### config.mk
export PLATFORM = sky130hd
export DESIGN_NAME = sig_meter
export DESIGN_NICKNAME = d
export VERILOG_FILES = /design/src/rtl/sig_meter_pkg.sv /design/src/rtl/sig_meter_schmitt_detect.sv /design/src/rtl/sig_meter.sv
export SDC_FILE = /design/constraint.sdc
export NUM_CORES = 1
export LEC_CHECK = 0
export ABC_AREA = 1
export CAP_MARGIN = 10
export CORE_MARGIN = 4
export CORE_UTILIZATION = 45
export CTS_CLUSTER_SIZE = 10
export DETAILED_ROUTE_END_ITERATION = 10
export HOLD_SLACK_MARGIN = 0.06
export PLACE_DENSITY = 0.75
export SKIP_CTS_REPAIR_TIMING = 1
export SYNTH_ARGS = -nofsm -noshare
export SYNTH_HDL_FRONTEND = slang
export SYNTH_SLANG_ARGS = --single-unit
### constraint.sdc
create_clock -name clk -period 9.6 [get_ports clk]
set_clock_uncertainty 0.1 [all_clocks]
set_input_delay 0.96 -clock clk [delete_from_list [all_inputs] [get_ports clk]]
set_output_delay 0.96 -clock clk [all_outputs]
set_load 0.02 [all_outputs]
### src/rtl/sig_meter_pkg.sv
// Shared types and default constants for the signal meter.
package sig_meter_pkg;

    typedef enum logic [1:0] {
        ST_IDLE,
        ST_ARM,
        ST_MEASURE,
        ST_DONE
    } state_t;

    localparam logic signed [15:0] DEF_HYST           = 16'sd256;
    localparam int unsigned        DEF_WINDOW_PERIODS = 8;
    localparam int unsigned        DEF_TIMEOUT_CYCLES = 1_000_000;

endpackage

### src/rtl/sig_meter_schmitt_detect.sv
// Hysteresis comparator on accepted samples; o_rise flags the sample that flips LOW->HIGH.
module schmitt_detect
    import sig_meter_pkg::*;
#(
    parameter logic signed [15:0] HYST = DEF_HYST
) (
    input  logic               clk,
    input  logic               rst,
    input  logic signed [15:0] i_data,
    input  logic               i_valid,
    output logic               o_rise
);

    logic               state_high;
    logic signed [16:0] data_ext;
    logic signed [16:0] hyst_pos;
    logic signed [16:0] hyst_neg;

    // 17-bit compare so that -HYST cannot overflow for large thresholds
    assign data_ext = {i_data[15], i_data};
    assign hyst_pos = {HYST[15], HYST};
    assign hyst_neg = -hyst_pos;

    assign o_rise = i_valid && !state_high && (data_ext >= hyst_pos);

    always_ff @(posedge clk or posedge rst) begin
        if (rst) begin
            state_high <= 1'b0;
        end else if (i_valid) begin
            if (!state_high && (data_ext >= hyst_pos)) begin
                state_high <= 1'b1;
            end else if (state_high && (data_ext <= hyst_neg)) begin
                state_high <= 1'b0;
            end
        end
    end

endmodule

### src/rtl/sig_meter.sv
// Measures the span of WINDOW_PERIODS signal periods plus signed min/max over that window.
//
// state      | meaning
// -----------+-----------------------------------------------------------
// ST_IDLE    | waiting for i_start
// ST_ARM     | waiting for the first rising crossing
// ST_MEASURE | counting clk cycles and tracking min/max until the last crossing
// ST_DONE    | results just registered, o_valid high for this one cycle
module sig_meter
    import sig_meter_pkg::*;
#(
    parameter logic signed [15:0] HYST           = DEF_HYST,
    parameter int unsigned        WINDOW_PERIODS = DEF_WINDOW_PERIODS,
    parameter int unsigned        TIMEOUT_CYCLES = DEF_TIMEOUT_CYCLES
) (
    input  logic               clk,
    input  logic               rst,
    input  logic signed [15:0] i_data,
    input  logic               i_valid,
    input  logic               i_start,
    output logic [31:0]        o_period,
    output logic signed [15:0] o_min,
    output logic signed [15:0] o_max,
    output logic               o_valid,
    output logic               o_timeout,
    output logic               o_busy
);

    localparam logic [31:0] TMO_RELOAD = 32'(TIMEOUT_CYCLES - 1);
    localparam logic [7:0]  LAST_CROSS = 8'(WINDOW_PERIODS - 1);

    state_t             state;
    logic [31:0]        period_cnt;
    logic [31:0]        period_inc;
    logic [7:0]         cross_cnt;
    logic [31:0]        tmo_cnt;
    logic signed [15:0] min_r;
    logic signed [15:0] max_r;
    logic signed [15:0] min_nxt;
    logic signed [15:0] max_nxt;
    logic               rise;

    schmitt_detect #(.HYST(HYST)) u_schmitt (
        .clk     (clk),
        .rst     (rst),
        .i_data  (i_data),
        .i_valid (i_valid),
        .o_rise  (rise)
    );

    assign period_inc = (period_cnt == '1) ? period_cnt : period_cnt + 32'd1;
    assign min_nxt    = (i_valid && (i_data < min_r)) ? i_data : min_r;
    assign max_nxt    = (i_valid && (i_data > max_r)) ? i_data : max_r;
    assign o_busy     = (state == ST_ARM) || (state == ST_MEASURE);

    // Timeout is a down-counter reloaded on ARM entry and on every crossing; fires at zero.
    always_ff @(posedge clk or posedge rst) begin
        if (rst) begin
            state      <= ST_IDLE;
            period_cnt <= '0;
            cross_cnt  <= '0;
            tmo_cnt    <= '0;
            min_r      <= '0;
            max_r      <= '0;
            o_period   <= '0;
            o_min      <= '0;
            o_max      <= '0;
            o_valid    <= 1'b0;
            o_timeout  <= 1'b0;
        end else begin
            o_valid   <= 1'b0;
            o_timeout <= 1'b0;
            case (state)
                ST_IDLE: begin
                    if (i_start) begin
                        state   <= ST_ARM;
                        tmo_cnt <= TMO_RELOAD;
                    end
                end
                ST_ARM: begin
                    if (rise) begin
                        state      <= ST_MEASURE;
                        period_cnt <= '0;
                        cross_cnt  <= '0;
                        min_r      <= i_data;
                        max_r      <= i_data;
                        tmo_cnt    <= TMO_RELOAD;
                    end else if (tmo_cnt == '0) begin
                        state     <= ST_IDLE;
                        o_timeout <= 1'b1;
                    end else begin
                        tmo_cnt <= tmo_cnt - 32'd1;
                    end
                end
                ST_MEASURE: begin
                    period_cnt <= period_inc;
                    min_r      <= min_nxt;
                    max_r      <= max_nxt;
                    // A crossing on the timeout edge takes priority over the abort
                    if (rise) begin
                        tmo_cnt <= TMO_RELOAD;
                        if (cross_cnt == LAST_CROSS) begin
                            state    <= ST_DONE;
                            o_valid  <= 1'b1;
                            o_period <= period_inc;
                            o_min    <= min_nxt;
                            o_max    <= max_nxt;
                        end else begin
                            cross_cnt <= cross_cnt + 8'd1;
                        end
                    end else if (tmo_cnt == '0) begin
                        state     <= ST_IDLE;
                        o_timeout <= 1'b1;
                    end else begin
                        tmo_cnt <= tmo_cnt - 32'd1;
                    end
                end
                ST_DONE: begin
                    state <= ST_IDLE;
                end
                default: begin
                    state <= ST_IDLE;
                end
            endcase
        end
    end

endmodule

After elaboration in Yosys (flattened, before gate mapping). Cells that the tools add are included.

Bitwise logic cells: 0. Div/mod/pow operators: 0. Multiplexer cells: 30. $lt $le $gt $ge: 4. Add/sub/neg operators: 3. Reduce and logical (&&, ||, !) cells: 20. Equality and inequality tests: 11. Multiply operators: 0. Shift operators: 0.

Operator list (count): 2-to-1 mux 32 bit (5); case mux 32 bit (2 select lines) (2); case mux 16 bit (2 select lines) (2); 2-to-1 mux 16 bit (3); adder 32 x 1 -> 32 bit, second input constant (1); equality test 32 bit, second input constant (1); zero test 32 bit (1); subtractor 32 x 1 -> 32 bit, second input constant (1); 2-to-1 mux 8 bit (3); greater-or-equal comparator 16 x 10 -> 1 bit, second input constant (1); greater-than comparator 16 bit (1); <= comparator 16 x 9 -> 1 bit, second input constant (1); less-than comparator 16 bit (1); case mux 8 bit (2 select lines) (1); 2-to-1 mux 2 bit (5); adder 8 x 1 -> 8 bit, second input constant (1); equality test 8 x 3 -> 1 bit, second input constant (1); 2-to-1 mux 1 bit (8); != test 2 bit, second input constant (4); case mux 2 bit (4 select lines) (1); logical AND 1 bit (6); AND reduction 2 bit (3); AND reduction 3 bit (2); nonzero test 2 bit (3); 9 further kinds (10).

Latch bits: 0. Register bits: 173. Logic and storage cells: 80. Input bits: 20. Bits in writable memories: 0. Memories: 0. Bits in read-only memories: 0.

Logic depth before layout (Yosys ltp). Gate-level depths: netlist of run 1.

Depth after elaboration: 5. Mapped depth: 16. Gate-level depth less buffers: 15.

By module. Synthesis of run 1 repeated with hierarchy kept, for this count alone.

Cell total of the unflattened synthesis: 1375. Area, all modules: 10129.7 um2.

By module, submodules not included: sig_meter (cells an instance 1337, instances 1, area each 9953.3 um2); schmitt_detect (cells an instance 38, instances 1, area each 176.4 um2).

Worst setup path after synthesis of run 1. OpenSTA, ideal clock, no wires.

Path type: input -> register. From: input port i_data[5]. To: register max_r[0]. Cell stages on the path: 12. Setup slack: 6948 ps. Required time: 9375 ps. Arrival time: 2427 ps. Cell sequence: ha_1 -> a21oi_1 -> nor2_1 -> nor3_1 -> nand2_1 -> nand2_1 -> nand2_1 -> nand2_2 -> buf_1 -> nand4_1 -> nand3_1 -> a21oi_1.

Cells in the longest elaborated chain, start to end: 4. Elaborated cells between the ends (all ways): 8. Those cells by class: order compare (2); eq/ne (1); mux (2); reduce/logical (3).

RTL lines: from (decl) (line sig_meter.sv:18) `input logic signed [15:0] i_data,`; greater-than comparator 16 bit or greater-or-equal comparator 16 x 10 -> 1 bit (tied branches) (line sig_meter.sv:53, sig_meter_schmitt_detect.sv:24); logical AND 1 bit (on tied branches) (line sig_meter.sv:53, sig_meter_schmitt_detect.sv:24); 2-to-1 mux 16 bit or != test 2 bit (tied branches); case mux 16 bit (2 select lines) or AND reduction 2 bit (tied branches); to (signal assigned) (line sig_meter.sv:86) `max_r <= i_data;`; to (signal assigned) (line sig_meter.sv:98) `max_r <= max_nxt;`; to (decl) (line sig_meter.sv:38) `logic signed [15:0] max_r;`.

Several ways; a longest one is shown, not always the timed one. A chain may end at the register's enable or synchronous reset.

Worst setup path in the final report of run 1.
From: input port i_valid. To: register max_r[14].

Cells in the longest elaborated chain, start to end: 4. Elaborated cells between the ends (all ways): 7. Those cells by class: eq/ne (1); mux (2); reduce/logical (4).

RTL lines: from (decl) (line sig_meter.sv:19) `input logic i_valid,`; logical AND 1 bit (2 in series) (line sig_meter_schmitt_detect.sv:24) `assign o_rise = i_valid && !state_high && (data_ext >= hyst_pos);`; != test 2 bit (no line); AND reduction 2 bit (no line).

Several ways; a longest one is shown, not always the timed one.

==> results of run 1 <==
[metrics by stage]
step	instance area, um^2	std cells	util	power (mW)	setup slack (ns)
global placement	11210	1664	0.5087	1.588	5.358
CTS	11880	1696	0.5393	2.418	5.707
detailed placement	11210	1664	0.5087	1.608	5.258
global route	11880	1696	0.5393	2.560	5.323
finish	11880	1696	0.5393	2.423	5.655
floorplan	10180	1344	-	1.422	3.852
[path summary, 6_finish.rpt]
check	startpoint	end	slack, ns	depth (start not counted)
worst max-delay path	i_valid	max_r[14]	5.65	10
worst min-delay path	u_schmitt.state_high	u_schmitt.state_high	0.38	2
worst max register to register	state[0]	o_period[31]	5.73	10
worst min register to register	u_schmitt.state_high	u_schmitt.state_high	0.38	2
max in group asynchronous	rst	min_r[1]	6.88	3
min in group asynchronous	rst	o_timeout	1.01	2
[metal layers]
metal / vias up / global-route usage / share of wire
li1: 4563 / - / -
met1: 4488 / 0.3172 / 0.45
met2: 325 / 0.3689 / 0.47
met3: 55 / 0.04295 / 0.059
met4: 0 / 0.07880 / 0.024
met5: - / 0 / 0
[final cells by class]
type | count | share of cell area
inverters | 151 | 0.04814
flip-flops and latches | 173 | 0.3644
clock buffers | 22 | 0.03908
well taps | 280 | 0.02949
repair buffers | 93 | 0.07689
clock inverters | 10 | 0.01759
multi-input cells | 967 | 0.4244
[registers in the layout, indices dropped and copies added, names as in the netlist, 2 cells and up]
register / count
state: 2
max_r: 16
o_min: 16
o_period: 32
cross_cnt: 8
period_cnt: 32
tmo_cnt: 32
min_r: 16
o_max: 16
[power breakdown]
group	total (mW)	internal, mW	switching, mW
Combinational	0.755	0.220	0.535
Clock	0.802	0.503	0.299
Sequential	0.865	0.814	0.0514
Total	2.42	1.54	0.886
[placed cells by master, fill, tap and decap left out, types with 2 or more instances in the layout]
master	instances
sky130_fd_sc_hd__a21oi_1	64
sky130_fd_sc_hd__a22o_1	4
sky130_fd_sc_hd__a31oi_1	26
sky130_fd_sc_hd__buf_4	7
sky130_fd_sc_hd__bufinv_16	6
sky130_fd_sc_hd__clkbuf_1	3
sky130_fd_sc_hd__clkbuf_16	17
sky130_fd_sc_hd__clkbuf_8	2
sky130_fd_sc_hd__clkdlybuf4s50_1	86
sky130_fd_sc_hd__clkinvlp_4	2
sky130_fd_sc_hd__dfrtp_1	173
sky130_fd_sc_hd__ha_1	39
sky130_fd_sc_hd__inv_1	136
sky130_fd_sc_hd__inv_2	13
sky130_fd_sc_hd__inv_6	2
sky130_fd_sc_hd__nand2_1	327
sky130_fd_sc_hd__nand2_2	6
sky130_fd_sc_hd__nand3_1	119
sky130_fd_sc_hd__nand3_2	5
sky130_fd_sc_hd__nand4_1	59
sky130_fd_sc_hd__nor2_1	135
sky130_fd_sc_hd__nor2_2	4
sky130_fd_sc_hd__nor3_1	31
sky130_fd_sc_hd__nor4_1	11
sky130_fd_sc_hd__nor4_4	2
sky130_fd_sc_hd__o21ai_0	50
sky130_fd_sc_hd__o21ai_1	11
sky130_fd_sc_hd__o22ai_1	5
sky130_fd_sc_hd__o31ai_1	4
sky130_fd_sc_hd__or2_2	3
sky130_fd_sc_hd__xnor2_1	2
sky130_fd_sc_hd__xor2_1	47
[tightest hold or removal path, stage by stage (launching register included)]
cell and delay (ns):
sky130_fd_sc_hd__dfrtp_1 0.34, sky130_fd_sc_hd__nand2_1 0.05, sky130_fd_sc_hd__nand2_1 0.05
[cell usage after synthesis, drive strengths merged]
library cell,instances
a22o,4
nand3,124
o22ai,5
xnor2,2
nor2,140
o31ai,4
nor3,31
nor4,14
xor2,47
a31oi,28
ha,39
o21bai,1
a21oi,65
clkbuf,21
mux2i,1
and3,1
nor3b,1
nand2,333
dfrtp,173
o21ai,62
and3b,1
nand4,59
inv,150
clkinv,1
buf,32
or2,4
a21boi,1
[cell families after synthesis]
group,Yosys count,synth area share
adder cells (fa/ha/maj),39,0.04795
flip-flops,173,0.4254
buffers and inverters,204,0.08017
XOR/XNOR,49,0.04217
AO/OA/AOI/OAI,170,0.09382
multiplexers,1,0.0009837
AND/OR/NAND/NOR,708,0.3095
==> flow_summary.json, run 1 <==
{
  "row_count": 54,
  "family_with_the_most_delay_on_the_worst_path": "buffers and inverters",
  "synth_sequential_area_ratio": 0.4254,
  "required_time_at_the_worst_slack_endpoint_ns": 9.81,
  "synth.top_cells.by_area": "sky130_fd_sc_hd__dfrtp_1 43%, sky130_fd_sc_hd__nand2_1 12%, sky130_fd_sc_hd__nand3_1 5.9%",
  "tritoncts.num_buffers": 17,
  "final_weighted_congestion_in_routability_driven_placement": 0.9674,
  "dieArea_um2": 25080,
  "synth_largest_type_area_fraction": 0.4254,
  "drt_iter0_drc": 854,
  "rsz0062_at_grt": "false",
  "crit_path_max_fanout": 61,
  "report.final.hold_viol_count": 0,
  "core_area_um2": 22030,
  "buffer_ports.inserted": 86,
  "route.vias.total": 9431,
  "detail_route.first_pass.iterations": 5,
  "max-vdd-ir-drop_mv": 0.1249,
  "place.detailed.hpwl_um": 19320,
  "area_delta_synth_final_pct": 16.73,
  "p_leak_nw": 5.697,
  "fmax_mhz": 253.5,
  "multi_input_area_um2": 5041,
  "top_level_ports": 87,
  "maximum_number_of_pins_on_one_net_before_global_route_repair": 100,
  "critPathMaxStageDelay_ns": 0.60,
  "n_antenna_cell": 0,
  "worstHoldPathType": "flop to flop",
  "post_detailed_route_via_to_cell_ratio": 5.561,
  "cts_htree_levels": 4,
  "layout-drive-gt1-share": 0.05508,
  "drt-total-wl_um": 28200,
  "setup-tns-final_ns": 0,
  "worst-endpoint-arrival_ns": 4.16,
  "finalCritPeriodShare": 0.4110,
  "floorplan.die.height_um": 158.4,
  "max_slew_margin_vs_limit": 0.3493,
  "clk_pin_slew_worst_paths_ns": 0.07,
  "path_cells": "clkdlybuf4s50_1 -> buf_4 -> nand3_1 -> a31oi_4 -> nand2_1 -> o21ai_4 -> buf_4 -> inv_2 -> a21oi_1 -> a21oi_1",
  "cp_slowest_cell": "sky130_fd_sc_hd__buf_4",
  "initial_utilization": 0.4620,
  "finalSetupViolations": 0,
  "mapped_cells": 1344,
  "grt_pass1_wl_um": 46310,
  "finalMaxSlewViolations": 0,
  "nFillCells": 2100,
  "final_nets": 1462,
  "grt_util_all_layers": 0.2308,
  "avgRoutedWirePerCell_um": 16.63,
  "cts.root.buffer_cell": "sky130_fd_sc_hd__clkbuf_16",
  "syn-num-nets": 1403,
  "layout.area.seq_um2": 4329,
  "initial_antenna_violation_count": 0,
  "critical_path.endpoint_type": "flop",
  "worst-slew-pin-transition_ns": 0.9730,
  "cts_sinks": 173,
  "clock_latency_ns": 0.44,
  "period_needed_ns": 3.945,
  "path_buf_inv": 4,
  "yosys_warnings": 0,
  "hold-worst-slack_ns": 0.3754,
  "synth_cell_types": 43,
  "ant_nets": 0,
  "synth_area_per_cell_um2": 7.571,
  "ys_seq_elements": 173,
  "yosysTopAreaCell": "sky130_fd_sc_hd__dfrtp_1",
  "cap_viol_max_count": 0,
  "run_status": "completed",
  "startpoint_type": "primary input",
  "global_route.overflow_total": 0,
  "cellPowerDensity_nw_per_um2": 204.0,
  "synthesis.area_um2": 10180,
  "route.detailed.drc": 0,
  "chipWidth_um": 158.4,
  "tritoncts": "yes",
  "first_global_vias": 9173,
  "cts.path.max_buffers": 2,
  "worst-setup-path-type": "primary input to flop"
}
Power figures use the tool's default switching activity.
==> inputs of run 2 (changes only) <==
==> constraint.sdc (replaced) <==
create_clock -name clk -period 3.7 [get_ports clk]
set_clock_uncertainty 0.1 [all_clocks]
set_input_delay 0.37 -clock clk [delete_from_list [all_inputs] [get_ports clk]]
set_output_delay 0.37 -clock clk [all_outputs]
set_load 0.02 [all_outputs]
==> flow_summary.json, run 2 (synthesis results as in run 1) <==
{
  "run_status": "completed",
  "net_sw_power_mw": 2.296,
  "finalMaxSlewViolations": 0,
  "grt_util_all_layers": 0.2222,
  "report.final.hold_viol_count": 0,
  "grt_use_met3": 0.04349,
  "layout_top_registers": "o_period: 32 flops, period_cnt: 32 flops, tmo_cnt: 32 flops",
  "flop_to_flop_setup_slack_ns": 0.96,
  "core_area_um2": 22030,
  "cts_htree_levels": 4,
  "floorplan.die.height_um": 158.4,
  "worst-setup-path-type": "primary input to flop",
  "startpoint_type": "primary input",
  "place.detailed.instances": 1674,
  "worst-slew-pin-transition_ns": 0.7588,
  "area_delta_synth_final_pct": 16.96,
  "first_global_vias": 9135,
  "max-vdd-ir-drop_mv": 0.2758,
  "finalSetupViolations": 0,
  "dp_worst_setup_slack_ns": 0.4789,
  "worst-endpoint-arrival_ns": 3.12,
  "drt-total-wl_um": 27200,
  "post_detailed_route_via_to_cell_ratio": 5.468,
  "rr_startpoint": "max_r[3]",
  "global_route.overflow_total": 0,
  "initial_antenna_violation_count": 0,
  "initial_utilization": 0.4620,
  "groute.layer.met2.usage": 0.3532,
  "final_cells": 1706,
  "max_slew_margin_vs_limit": 0.4931,
  "seq_power_share": 0.374,
  "final_critical_path_setup_slack_ns": 0.8380,
  "final_weighted_congestion_in_routability_driven_placement": 0.9301,
  "final_nets": 1472,
  "setup-tns-final_ns": 0,
  "worst_reg2reg_path_depth": 13,
  "required_time_at_the_worst_slack_endpoint_ns": 3.95,
  "ant_nets": 0,
  "finalCritPeriodShare": 0.7735,
  "tritoncts": "yes",
  "comb_power_share": 0.324,
  "route.detailed.drc": 0,
  "cts.path.max_buffers": 2,
  "worstHoldPathType": "primary input to async pin",
  "layout-drive-gt1-share": 0.06311,
  "route.vias.total": 9328,
  "tritoncts.num_buffers": 17,
  "row_count": 54,
  "p_leak_nw": 5.713,
  "critical_path.reg2reg.endpoint": "max_r[0]",
  "drt_iter0_drc": 911,
  "share_clk_of_total_power": 0.302,
  "most-common-layout-cells": "327 x sky130_fd_sc_hd__nand2_1, 173 x sky130_fd_sc_hd__dfrtp_1, 136 x sky130_fd_sc_hd__inv_1",
  "fmax_mhz": 349.4,
  "period_needed_ns": 2.862,
  "clock_latency_ns": 0.43,
  "avgRoutedWirePerCell_um": 15.94,
  "detail_route.first_pass.iterations": 5,
  "p_int_mw": 3.725,
  "top_level_ports": 87,
  "chipWidth_um": 158.4,
  "groute.layer.met1.usage": 0.3011,
  "cts.root.buffer_cell": "sky130_fd_sc_hd__clkbuf_16",
  "grt_pass1_wl_um": 45050,
  "clk_pin_slew_worst_paths_ns": 0.07,
  "mostFrequentLayoutCell": "sky130_fd_sc_hd__nand2_1",
  "crit_path_max_fanout": 17,
  "maximum_number_of_pins_on_one_net_before_global_route_repair": 70,
  "n_antenna_cell": 0,
  "critical_path.endpoint_type": "flop",
  "netSwitchingFraction": 0.3813,
  "rsz0062_at_grt": "false",
  "gr_peak_layer": "met2",
  "cts_sinks": 173,
  "nFillCells": 2058,
  "dieArea_um2": 25080,
  "cap_viol_max_count": 0,
  "cellPowerDensity_nw_per_um2": 505.9,
  "buffer_ports.inserted": 86,
  "place.detailed.hpwl_um": 19220
}
## run 2: layer usage
layer / up-vias / wire length [um]
met5: - / 0
met4: 0 / 741
met3: 59 / 1695
met2: 319 / 12530
met1: 4355 / 12240
li1: 4595 / -
## run 2: through the flow
stage	instance area (um^2)	util	hold slack, ns	total power, mW
floorplan	10180	-	0.3417	3.691
global placement	11320	0.5138	0.3570	4.120
detailed placement	11320	0.5138	0.3623	4.187
CTS	11900	0.5403	0.3319	6.023
global route	11900	0.5403	0.3772	6.402
finish	11900	0.5403	0.3158	6.021
## run 2: critical path: stages
cell	delay [ns]
sky130_fd_sc_hd__clkdlybuf4s50_1	0.71
sky130_fd_sc_hd__ha_1	0.32
sky130_fd_sc_hd__nand2_1	0.07
sky130_fd_sc_hd__inv_1	0.03
sky130_fd_sc_hd__o21ai_1	0.10
sky130_fd_sc_hd__a21oi_1	0.07
sky130_fd_sc_hd__nor2_1	0.15
sky130_fd_sc_hd__nand2_1	0.09
sky130_fd_sc_hd__nand2_2	0.30
sky130_fd_sc_hd__nand3_2	0.43
sky130_fd_sc_hd__nand2_1	0.23
sky130_fd_sc_hd__nand3_1	0.10
sky130_fd_sc_hd__a21oi_1	0.14
## run 2: power groups by stage
stage / sequential, mW / combinational [mW] / clock, mW
finish: 2.25 / 1.95 / 1.82
global route: 2.27 / 2.20 / 1.92
CTS: 2.25 / 1.93 / 1.85
detailed placement: 2.28 / 1.91 / 0
global placement: 2.27 / 1.85 / 0
floorplan: 2.25 / 1.45 / 0
## run 2: how the worst max path moves through the flow
stage	from	to	slack (ns)	depth (start not counted)
after floorplan	rst	cross_cnt[0]	1.02	1
after global placement	i_data[9]	o_max[13]	0.54	13
after detailed placement	i_data[9]	max_r[13]	0.48	13
after CTS	i_data[9]	max_r[0]	0.92	13
after global routing	i_data[14]	max_r[12]	0.61	12
final	i_data[9]	max_r[0]	0.84	13
## run 2: final cells by class
type	count	area, um^2	area share
Clock inverter	14	155.1	0.01304
Tap cell	280	350.3	0.02944
Sequential cell	173	4329	0.3638
Timing Repair Buffer	103	1026	0.08621
Clock buffer	18	429.2	0.03606
Inverter	151	570.5	0.04794
Multi-Input combinational cell	967	5041	0.4236
